## src/rtl/pico_io_pkg.sv

```systemverilog
// rtl/pico_io_pkg.sv - shared address map and irq state encoding for pico_io_hub
package pico_io_pkg;

  localparam logic [7:0] OUT_BASE   = 8'h00;
  localparam logic [7:0] IN_BASE    = 8'h40;
  localparam logic [7:0] IRQ_PEND_A = 8'h80;
  localparam logic [7:0] IRQ_MASK_A = 8'h81;
  localparam logic [7:0] IRQ_ID_A   = 8'h82;
  localparam logic [7:0] IRQ_NONE   = 8'hFF;

  typedef enum logic [1:0] {
    IRQ_IDLE,
    IRQ_REQ,
    IRQ_SERV
  } irq_state_e;

endpackage

```

## src/rtl/pico_irq_ctrl.sv

```systemverilog
// rtl/pico_irq_ctrl.sv - edge-latched pending/mask registers, lowest-index id and request/service fsm
module pico_irq_ctrl
  import pico_io_pkg::*;
#(
  parameter int N_IRQ = 4
) (
  input  logic             clk,
  input  logic             reset,
  input  logic [N_IRQ-1:0] irq_src,
  input  logic             interrupt_ack,
  input  logic             pend_we,
  input  logic             mask_we,
  input  logic [N_IRQ-1:0] wdata,
  output logic [N_IRQ-1:0] pend,
  output logic [N_IRQ-1:0] mask,
  output logic [7:0]       irq_id,
  output logic             interrupt
);

  irq_state_e       state, state_n;
  logic [N_IRQ-1:0] irq_d;
  logic [N_IRQ-1:0] rise;
  logic [N_IRQ-1:0] active;
  logic [N_IRQ-1:0] clr;

  assign rise   = irq_src & ~irq_d;
  assign active = pend & mask;
  assign clr    = pend_we ? wdata : '0;

  always_ff @(posedge clk) begin
    if (reset) begin
      irq_d <= '0;
      pend  <= '0;
      mask  <= '0;
      state <= IRQ_IDLE;
    end else begin
      irq_d <= irq_src;
      // a fresh edge beats a simultaneous write-1-to-clear on the same bit
      pend  <= rise | (pend & ~clr);
      if (mask_we) mask <= wdata;
      state <= state_n;
    end
  end

  always_comb begin
    irq_id = IRQ_NONE;
    for (int i = N_IRQ - 1; i >= 0; i--) begin
      if (active[i]) irq_id = 8'(i);
    end
  end

  always_comb begin
    state_n   = state;
    interrupt = 1'b0;
    case (state)
      IRQ_IDLE: if (|active) state_n = IRQ_REQ;
      IRQ_REQ: begin
        interrupt = 1'b1;
        if (interrupt_ack)  state_n = IRQ_SERV;
        else if (!(|active)) state_n = IRQ_IDLE;
      end
      IRQ_SERV: if (pend_we) state_n = IRQ_IDLE;
      default:  state_n = IRQ_IDLE;
    endcase
  end

endmodule

```

## src/rtl/pico_io_hub.sv

```systemverilog
// rtl/pico_io_hub.sv - kcpsm6 port decode, output registers, registered read mux and irq hub
// Optional input synchronizers on irq_src/in_chans: PICO_IO_HUB_SYNC_EN
module pico_io_hub
  import pico_io_pkg::*;
#(
  parameter int         N_OUT   = 4,
  parameter int         N_IN    = 4,
  parameter int         N_IRQ   = 4,
  parameter logic [7:0] OUT_RST = 8'h00
) (
  input  logic               clk,
  input  logic               reset,
  input  logic [7:0]         port_id,
  input  logic [7:0]         out_port,
  input  logic               write_strobe,
  input  logic               k_write_strobe,
  input  logic               read_strobe,
  output logic [7:0]         in_port,
  output logic               interrupt,
  input  logic               interrupt_ack,
  output logic [8*N_OUT-1:0] out_regs,
  input  logic [8*N_IN-1:0]  in_chans,
  input  logic [N_IRQ-1:0]   irq_src
);

  logic [N_OUT-1:0][7:0] out_q;
  logic [8*N_IN-1:0]     in_sync;
  logic [N_IRQ-1:0]      irq_sync;
  logic [N_IRQ-1:0]      pend, mask;
  logic [7:0]            irq_id;
  logic [7:0]            rd_data;
  logic                  pend_we, mask_we;

  // reads have no side effects, so the strobe is intentionally left unconnected
  logic unused_read_strobe;
  assign unused_read_strobe = read_strobe;

`ifdef PICO_IO_HUB_SYNC_EN
  logic [8*N_IN-1:0] in_s1, in_s2;
  logic [N_IRQ-1:0]  irq_s1, irq_s2;

  always_ff @(posedge clk) begin
    if (reset) begin
      in_s1  <= '0;
      in_s2  <= '0;
      irq_s1 <= '0;
      irq_s2 <= '0;
    end else begin
      in_s1  <= in_chans;
      in_s2  <= in_s1;
      irq_s1 <= irq_src;
      irq_s2 <= irq_s1;
    end
  end

  assign in_sync  = in_s2;
  assign irq_sync = irq_s2;
`else
  assign in_sync  = in_chans;
  assign irq_sync = irq_src;
`endif

  assign out_regs = out_q;
  assign pend_we  = write_strobe && (port_id == IRQ_PEND_A);
  assign mask_we  = write_strobe && (port_id == IRQ_MASK_A);

  // OUTPUTK only carries a 4-bit port, so it reaches the output bank alone
  always_ff @(posedge clk) begin
    if (reset) begin
      out_q <= {N_OUT{OUT_RST}};
    end else begin
      for (int i = 0; i < N_OUT; i++) begin
        if (write_strobe && (port_id == OUT_BASE + 8'(i)))
          out_q[i] <= out_port;
        else if (k_write_strobe && (port_id[3:0] == 4'(i)))
          out_q[i] <= out_port;
      end
    end
  end

  always_comb begin
    rd_data = 8'h00;
    for (int i = 0; i < N_OUT; i++) begin
      if (port_id == OUT_BASE + 8'(i)) rd_data = out_q[i];
    end
    for (int j = 0; j < N_IN; j++) begin
      if (port_id == IN_BASE + 8'(j)) rd_data = in_sync[8*j +: 8];
    end
    if (port_id == IRQ_PEND_A) rd_data = 8'(pend);
    if (port_id == IRQ_MASK_A) rd_data = 8'(mask);
    if (port_id == IRQ_ID_A)   rd_data = irq_id;
  end

  always_ff @(posedge clk) begin
    if (reset) in_port <= 8'h00;
    else       in_port <= rd_data;
  end

  pico_irq_ctrl #(
    .N_IRQ(N_IRQ)
  ) u_irq (
    .clk          (clk),
    .reset        (reset),
    .irq_src      (irq_sync),
    .interrupt_ack(interrupt_ack),
    .pend_we      (pend_we),
    .mask_we      (mask_we),
    .wdata        (out_port[N_IRQ-1:0]),
    .pend         (pend),
    .mask         (mask),
    .irq_id       (irq_id),
    .interrupt    (interrupt)
  );

endmodule

```

## config.mk

```make
export PLATFORM = sky130hd
export DESIGN_NAME = pico_io_hub
export DESIGN_NICKNAME = d
export VERILOG_FILES = /design/src/rtl/pico_io_pkg.sv /design/src/rtl/pico_irq_ctrl.sv /design/src/rtl/pico_io_hub.sv
export SDC_FILE = /design/constraint.sdc
export NUM_CORES = 1
export LEC_CHECK = 0
export ABC_AREA = 1
export CORE_ASPECT_RATIO = 1.1
export CORE_MARGIN = 1.5
export CORE_UTILIZATION = 44
export DETAILED_ROUTE_END_ITERATION = 16
export GPL_TIMING_DRIVEN = 0
export HOLD_SLACK_MARGIN = 0.1
export PLACE_DENSITY = 0.86
export SYNTH_ARGS = -nofsm -noshare
export SYNTH_HDL_FRONTEND = slang
export SYNTH_SLANG_ARGS = --single-unit
```

## constraint.sdc

```tcl
create_clock -name clk -period 1.6 [get_ports clk]
set_input_delay 0.16 -clock clk [delete_from_list [all_inputs] [get_ports clk]]
set_output_delay 0.16 -clock clk [all_outputs]
set_load 0.01 [all_outputs]
```

==> load_flow_metrics.sql <==
INSERT INTO impl_metrics (metric_group, metric, value, unit) VALUES
('synthesis', 'post_synth.cell_area_avg', '6.84', 'µm²'),
('grt', 'grt_overflow', '0', ''),
('synthesis', 'yosys_warnings', '0', ''),
('min_path', 'type_of_the_worst_min_delay_path', 'in -> reg', ''),
('synthesis', 'synth_fp_nets', '443', ''),
('place', 'port-buffer-count', '94', ''),
('grt', 'grt_first_pass_wirelength', '13300', 'µm'),
('clocking', 'clock_tree_from_tritoncts', 'done', ''),
('grt', 'grt_pass1_vias', '2868', ''),
('power_and_ir_drop', 'design_power_total', '2570', 'µW'),
('clocking', 'ctsRootBufferMaster', 'sky130_fd_sc_hd__clkbuf_8', ''),
('setup_path', 'worst-setup-path-type', 'reg -> out', ''),
('timing', 'finalSetupViolations', '0', ''),
('timing', 'hold_viol_final', '0', ''),
('synthesis', 'synth-seq-area-share', '0.410', ''),
('clocking', 'cts_num_sinks', '54', ''),
('floorplan', 'die_area', '0.00646', 'mm²'),
('synthesis', 'netlist_area', '0.00263', 'mm²'),
('floorplan', 'std_cell_rows', '29', ''),
('status', 'status', 'completed', ''),
('clocking', 'insertion_delay', '310', 'ps'),
('setup_path', 'path_delay_family', 'buffers and inverters', ''),
('timing', 'setup-tns-final', '0', 'ps'),
('clocking', 'number_of_h_tree_levels', '2', ''),
('floorplan', 'die_h', '84.1', 'µm'),
('clocking', 'cts_made_buffers', '5', ''),
('setup_path', 'timing.critical_path.fanout_max', '2', ''),
('cells_and_area', 'final_net_count', '547', ''),
('grt', 'antenna_found_initial', '0', ''),
('timing', 'worst_pin_slew', '468', 'ps'),
('timing', 'slack_of_the_critical_path', '77.8', 'ps'),
('cells_and_area', 'post_route_cells_drive_above_1_share', '0.108', ''),
('route', 'final_antenna_net_count', '0', ''),
('synthesis', 'synth.ff_latch_count', '54', ''),
('setup_path', 'worst_setup_path_end_kind', 'primary output', ''),
('synthesis', 'ys_types', '29', ''),
('synthesis', 'synthCells', '385', ''),
('timing', 'finalCriticalPeriod', '1520', 'ps'),
('route', 'via_per_inst', '5.20', ''),
('synthesis', 'synth.largest_area_cell', 'sky130_fd_sc_hd__dfxtp_1', ''),
('setup_path', 'critical-path-max-stage-delay', '550', 'ps'),
('clocking', 'register_clock_pin_slew_on_the_reported_worst_setup_and_hold_paths', '100', 'ps'),
('setup_path', 'critPathSlowestCell', 'sky130_fd_sc_hd__clkdlybuf4s50_1', ''),
('setup_path', 'worst-r2r-setup-slack', '160', 'ps'),
('timing', 'relSlewSlack', '0.688', ''),
('floorplan', 'design.core.area', '0.00577', 'mm²'),
('route', 'drtPass1Iterations', '5', ''),
('timing', 'grt_setup_unrepaired', 'false', ''),
('floorplan', 'num_io_pins', '99', ''),
('place', 'routabilityCongestion', '0.929', ''),
('grt', 'grt_start_max_net_pins', '17', ''),
('synthesis', 'ys_top_cells_by_area', 'sky130_fd_sc_hd__dfxtp_1 41%, sky130_fd_sc_hd__nand2_1 11%, sky130_fd_sc_hd__nor2_1 8.1%', ''),
('place', 'placed_cell_count', '556', ''),
('timing', 'report.final.slew_viol_count', '0', ''),
('timing', 'fmax', '0.657', 'GHz'),
('route', 'drt_iter0_drc', '186', ''),
('setup_path', 'critPathArrivalTime', '1360', 'ps'),
('floorplan', 'die_w', '76.8', 'µm'),
('route', 'postRouteWirelength', '8290', 'µm'),
('setup_path', 'critPathBufInv', '2', ''),
('setup_path', 'worstPathRequired', '1440', 'ps'),
('route', 'routedWlPerCell', '14.6', 'µm'),
('clocking', 'clock_tree.buffer_depth', '2', ''),
('cells_and_area', 'synthToLayoutAreaGrowth', '45.9', '%'),
('run', 'number_of_max_cap_violations', '0', ''),
('floorplan', 'start_util', '0.457', ''),
('cells_and_area', 'layoutNonFillerInstCount', '567', ''),
('cells_and_area', 'antenna_cells', '0', ''),
('place', 'dp_hpwl', '6360', 'µm'),
('synthesis', 'synth_top_cell_area_share', '0.410', ''),
('route', 'drt_drc_violations_left', '0', ''),
('power_and_ir_drop', 'worst_ir_drop_vdd', '0.000467', 'V'),
('timing', 'timing.final.crit_share', '0.951', ''),
('setup_path', 'worstSetupStartpointType', 'register', ''),
('place', 'dp_worst_setup_slack', '-404', 'ps'),
('route', 'via_count', '2951', ''),
('grt', 'track_usage', '0.261', ''),
('timing', 'finClkSkew', '7.00', 'ps'),
('power_and_ir_drop', 'power.density_cell_area', '669', 'mW/mm²'),
('setup_path', 'critical_path_cell_by_cell', 'inv_1, nor2_1, clkdlybuf4s50_1', ''),
('power_and_ir_drop', 'static-leakage-power', '0.00159', 'µW');
-- sequential cells by signal (all words and copies together), names as in the netlist --
signal / flops
in_port: 8
out_regs: 32
u_irq.irq_d: 4
u_irq.mask: 4
u_irq.pend: 4
u_irq.state: 2
-- kinds of logic (layout without fill, tap and decap cells) --
kind of cell,after synthesis,after routing,synth area share
buffers and inverters,61,166,0.0941
flip-flops,54,54,0.410
AND/OR/NAND/NOR,188,188,0.331
AO/OA/AOI/OAI,82,82,0.164
-- repair_timing --
item | in CTS | in global routing
buffers inserted | 2 | 1
gates resized for setup | 9 | 12
endpoints found under the setup margin | 9 | 23
pin swaps | 3 | 6
hold buffers | 0 | 0
hold endpoints to repair | 0 | 0
gates cloned | 0 | 0
-- path summary, 6_finish.rpt --
check | startpoint | to | cells after the start
setup / recovery | u_irq.state[0]$_SDFFE_PP0P_ | interrupt | 3
setup reg to reg | u_irq.pend[0]$_SDFF_PP0_ | in_port[3]$_SDFF_PP0_ | 7
hold / removal | reset | u_irq.mask[3]$_SDFFE_PP0P_ | 2
hold reg to reg | u_irq.irq_d[1]$_SDFF_PP0_ | u_irq.pend[1]$_SDFF_PP0_ | 1
-- per-layer routing --
metal	share of wire	GRT usage	vias up
li1	-	-	1456
met1	0.41	0.329	1346
met2	0.48	0.434	124
met4	0.037	0.121	0
met3	0.069	0.0424	25
met5	0	0	-
-- synthesized netlist by cell type --
library cell	instances
sky130_fd_sc_hd__nand2_1	74
sky130_fd_sc_hd__nor2_1	57
sky130_fd_sc_hd__dfxtp_1	54
sky130_fd_sc_hd__inv_1	40
sky130_fd_sc_hd__o21ai_0	34
sky130_fd_sc_hd__a21oi_1	30
sky130_fd_sc_hd__nand3_1	24
sky130_fd_sc_hd__nand4_1	12
sky130_fd_sc_hd__inv_2	8
sky130_fd_sc_hd__o21ai_1	8
sky130_fd_sc_hd__clkbuf_1	6
sky130_fd_sc_hd__nor2_2	6
sky130_fd_sc_hd__nor2_4	6
sky130_fd_sc_hd__buf_2	4
sky130_fd_sc_hd__o211ai_1	4
sky130_fd_sc_hd__nand2_2	3
sky130_fd_sc_hd__o22ai_1	3
sky130_fd_sc_hd__a2111oi_0	1
sky130_fd_sc_hd__a211oi_1	1
sky130_fd_sc_hd__a21o_1	1
sky130_fd_sc_hd__buf_4	1
sky130_fd_sc_hd__buf_6	1
sky130_fd_sc_hd__inv_4	1
sky130_fd_sc_hd__nand3_2	1
sky130_fd_sc_hd__nand3_4	1
sky130_fd_sc_hd__nor3_1	1
sky130_fd_sc_hd__nor3_4	1
sky130_fd_sc_hd__or2_0	1
sky130_fd_sc_hd__or2_1	1
-- layout make-up --
| type | instances | area (µm²) |
|---|---|---|
| plain buffers | 12 | 65.1 |
| well taps | 77 | 96.3 |
| inverters | 49 | 189 |
| repair buffers | 97 | 973 |
| fillers | 516 | 1930 |
| multi-input cells | 270 | 1340 |
| flip-flops and latches | 54 | 1080 |
| clock buffers | 7 | 86.3 |
| clock inverters | 1 | 8.76 |
-- stage by stage --
step	cell area, µm²	util	hold slack, ps
2_1_floorplan	2630	-	276
5_1_grt	3840	0.666	190
3_5_place_dp	3670	0.636	418
3_3_place_gp	3670	0.636	410
6_report	3840	0.666	185
4_1_cts	3800	0.659	192
-- placed cells by master (no fill, tap or decap), drive strengths merged --
master	netlist	layout
a2111oi	1	1
a211oi	1	1
a21o	1	1
a21oi	30	30
buf	6	9
clkbuf	6	13
clkdlybuf4s50	0	87
dfxtp	54	54
dlygate4sd2	0	2
dlymetal6s2s	0	5
inv	49	50
nand2	77	77
nand3	26	26
nand4	12	12
nor2	69	69
nor3	2	2
o211ai	4	4
o21ai	42	42
o22ai	3	3
or2	2	2
-- power by group --
part	internal, µW	switching (µW)
sequential	1380	23.6
combinational	186	165
clock	359	458
total	1920	647
No activity file was read; power rests on OpenSTA's default activity.
==> patch 1, RTL diff (same flow settings) <==
The 3 states of `irq_state_e` get a one-hot encoding in 3 bits.
--- a/src/rtl/pico_io_pkg.sv
+++ b/src/rtl/pico_io_pkg.sv
@@ -9,8 +9,8 @@
   localparam logic [7:0] IRQ_NONE   = 8'hFF;
 
-  typedef enum logic [1:0] {
-    IRQ_IDLE,
-    IRQ_REQ,
-    IRQ_SERV
+  typedef enum logic [2:0] {
+    IRQ_IDLE = 3'b001,
+    IRQ_REQ  = 3'b010,
+    IRQ_SERV = 3'b100
   } irq_state_e;
 
Check against the original RTL: no difference found for any inputs over 10 cycles, from zero or initial values and one cycle with reset high; not proved beyond that.
==> patch 1 against the unedited design <==
Power up 1.1%; setup slack better by 0.089 ns; highest routed layer unchanged; combinational power up 11%; wire length up 4.1%; sequential cell count up 1; synthesized area down 2.1%; critical path depth down 2; cell area up 2.2%; critical path type unchanged.
==> patch 1: results <==
[worst_setup_path]
critical_path_arrival_ns = 1.27
rr_endpoint = "u_irq.state[0]"
critical_path_peak_fanout = 3

[routing]
via_per_inst = 5.43
routed_wire_length_per_instance_um = 15.1

[timing]
timing_worst_slew_pin_value_ns = 0.504
hold-worst-slack_ns = 0.383
finalClockSkew_ns = 0.00871

[power]
share_clk_of_total_power_pct = 29.7
power.leakage_nw = 1.59
power.ir.vdd_worst_mv = 0.523
comb_power_share_pct = 15.0
power.net_switching_mw = 0.681

[status]
outcome = "complete, no violations"

[placed_design]
buffer_ports.inserted = 97
dp.final_hpwl_um = 6300
pre_cts_ws_ns = -0.490

[global_routing]
globalRouteTotalUtil_pct = 26.2
first_pass_grt_wire_length_um = 13300
first_global_vias = 2755

[logic_synthesis]
synth.yosys.seq_area_share_pct = 42.7
synth_top_cells_by_area = "dfxtp_1 43%, nand2_1 11%, nor2_1 9.2%"
ys_types = 20
post_synth_most_frequent_cells = "76 x nand2_1, 63 x nor2_1, 55 x dfxtp_1"

[final_layout]
share_of_cells_above_drive_strength_1_pct = 11.3

[worst_hold_path]
whs_endpoint = "u_irq.irq_d[3]"
hold_depth = 3
critical_hold_path_startpoint = "irq_src[3]"
==> patch 1: layer usage <==
metal  part of all wire [%]  GRT usage (%)  wire, um  up-vias
met5                      0              0         0        -
met4                    3.7           7.41       318        0
met3                    8.2           5.60       706       38
met2                     48           44.6      4120      180
met1                     40           33.5      3480     1400
li1                       -              -         -     1480
==> patch 1: per-stage QoR <==
stage,cell area (um^2),std cells
6_report,3930,571
3_3_place_gp,3650,557
3_5_place_dp,3650,557
4_1_cts,3770,565
5_1_grt,3930,571
2_1_floorplan,2580,383
==> patch 1: cell type report <==
class                           count  area [um^2]
Multi-Input combinational cell    276         1400
Clock buffer                        6         72.6
Tap cell                           77         96.3
Timing Repair Buffer              103         1030
Inverter                           44          178
Buffer                              8         41.3
Fill cell                         473         1770
Sequential cell                    55         1100
Clock inverter                      2         12.5
==> patch 1: timing repair <==
item / CTS / global route
pin swaps: 0 / 12
buffers inserted: 0 / 6
setup endpoints to repair: 30 / 41
resized for setup: 14 / 40
==> patch 1: how the worst max path moves through the flow <==
stage                                to        start  slack (ns)
after floorplan              in_port[2]   port_id[5]        0.35
after global placement       in_port[3]   port_id[0]       -0.45
after detailed placement  u_irq.mask[3]   port_id[0]       -0.49
after CTS                    in_port[3]   port_id[5]       -0.01
after global routing         in_port[4]   port_id[2]        0.10
final                       out_regs[7]  out_regs[7]        0.17
==> patch 1: cells by family after synthesis <==
family	synth area share [%]
AOI/OAI and AO/OA	16.9
and+or+nand+nor	32.7
DFF	42.7
buffers and inverters	7.71
==> patch 2, RTL diff (same flow settings) <==
Without the edit above. `N_IRQ` is set to 4 in 2 places; all go to 8.
--- a/src/rtl/pico_irq_ctrl.sv
+++ b/src/rtl/pico_irq_ctrl.sv
@@ -3,5 +3,5 @@
   import pico_io_pkg::*;
 #(
-  parameter int N_IRQ = 4
+  parameter int N_IRQ = 8
 ) (
   input  logic             clk,
--- a/src/rtl/pico_io_hub.sv
+++ b/src/rtl/pico_io_hub.sv
@@ -6,5 +6,5 @@
   parameter int         N_OUT   = 4,
   parameter int         N_IN    = 4,
-  parameter int         N_IRQ   = 4,
+  parameter int         N_IRQ   = 8,
   parameter logic [7:0] OUT_RST = 8'h00
 ) (
Interface: changed (resized irq_src); port bits go from 99 to 103. The function was not compared with the original's and may differ.
==> patch 2 against the unedited design <==
Setup slack better by 0.039 ns; non-clock buffer count rose by 5; wire length rose by 27%; power is 52% higher; count of clock-buffer cells in the layout rose by 4; combinational power rose by 19%; synthesized area grew 22%; synthesized cell count rose by 21%; clock power rose by 120%; sequential cell count grew 12; cell area rose by 22%; critical path type unchanged; largest power group is now clock.
==> patch 2: results <==
[power]
power_combinational_mw = 0.417
power.net_switching_mw = 0.900
share_clk_of_total_power_pct = 45.2
clockNetworkPower_mw = 1.77
power.leakage_nw = 2.02
power.ir.vdd_worst_mv = 0.580

[final_layout]
final_nets = 643
share_of_cells_above_drive_strength_1_pct = 13.0
final-instance-count-excl-fill = 671

[logic_synthesis]
synth_top_cells_by_area = "dfxtp_1 41%, nor2_1 13%, nand2_1 9.8%"
synth-compound-area-share_pct = 10.4
synth_fp_nets = 529
post_synth_most_frequent_cells = "110 x nor2_1, 84 x nand2_1, 66 x dfxtp_1"
synth.yosys.seq_area_share_pct = 41.1
syn_area_per_cell_um2 = 6.88

[placed_design]
pre_cts_ws_ns = -0.410
routabilityCongestion = 0.876
place.detailed.instances = 651
dp.final_hpwl_um = 7560
buffer_ports.inserted = 99

[cts]
cts-buffers-inserted = 9
post_cts.repair.setup_buffers = 0
clk_root_buffer_cell = "clkbuf_8"
h-tree-depth = 3
worst_skew_pair_later_pin_latency_ns = 0.35
cts.clk_slew.worst_paths_ns = 0.07

[routing]
wl_met1_um = 4490
route.met2.wl_um = 4750
initialDrtViolationCount = 247
via_per_inst = 5.31
routed_wire_length_per_instance_um = 15.6
met3RoutedLength_um = 874

[worst_setup_path]
rr_endpoint = "in_port[4]"
rr_startpoint = "u_irq.pend[5]"
critical_path_peak_fanout = 3
critical_path_arrival_ns = 1.32
rrSetupSlack_ns = 0.21
crit_path_end = "out_regs[7]"
critical-path-max-stage-delay_ns = 0.57
startpoint_of_the_worst_setup_timing_path = "out_regs[7]"

[status]
outcome = "complete, no violations"

[global_routing]
first_global_vias = 3395
grt_antenna_before_repair = 0
globalRouteTotalUtil_pct = 26.2
grt_start_max_net_pins = 12
grtUsageMet1_pct = 33.6
gr-usage-met3_pct = 4.90
first_pass_grt_wire_length_um = 16000
global_route.usage.met2_pct = 41.5

[timing]
timing.final.crit_share_pct = 92.7
finalClockSkew_ns = 0.00931
timing_worst_slew_pin_value_ns = 0.511
## patch 2: cell types whose count changed after synthesis, moves of 4 or more
cell,change
a21oi_1,-7
inv_1,+4
nand2_1,+10
nand3_1,+21
dfxtp_1,+12
nor2_1,+53
buf_2,-4
nand4_1,+4
o21ai_1,-8
o211ai_1,-4
inv_2,-4
o21ai_0,-4
## patch 2: area by class of cell
type,count,area [um^2]
sequential,66,1320
multi-input combinational,339,1710
inverter,51,206
timing repair buffer,101,1010
fill,591,2350
buffer,13,92.6
clock inverter,5,100
tap,85,106
clock buffer,11,151
## patch 2: per-stage QoR
stage               hold slack, ns  area, um^2  utilization [%]
floorplan                    0.279        3210                -
CTS                          0.163        4570             64.9
detailed placement           0.468        4310             61.2
finish                       0.173        4700             66.7
global route                 0.215        4700             66.7
global placement             0.439        4310             61.2
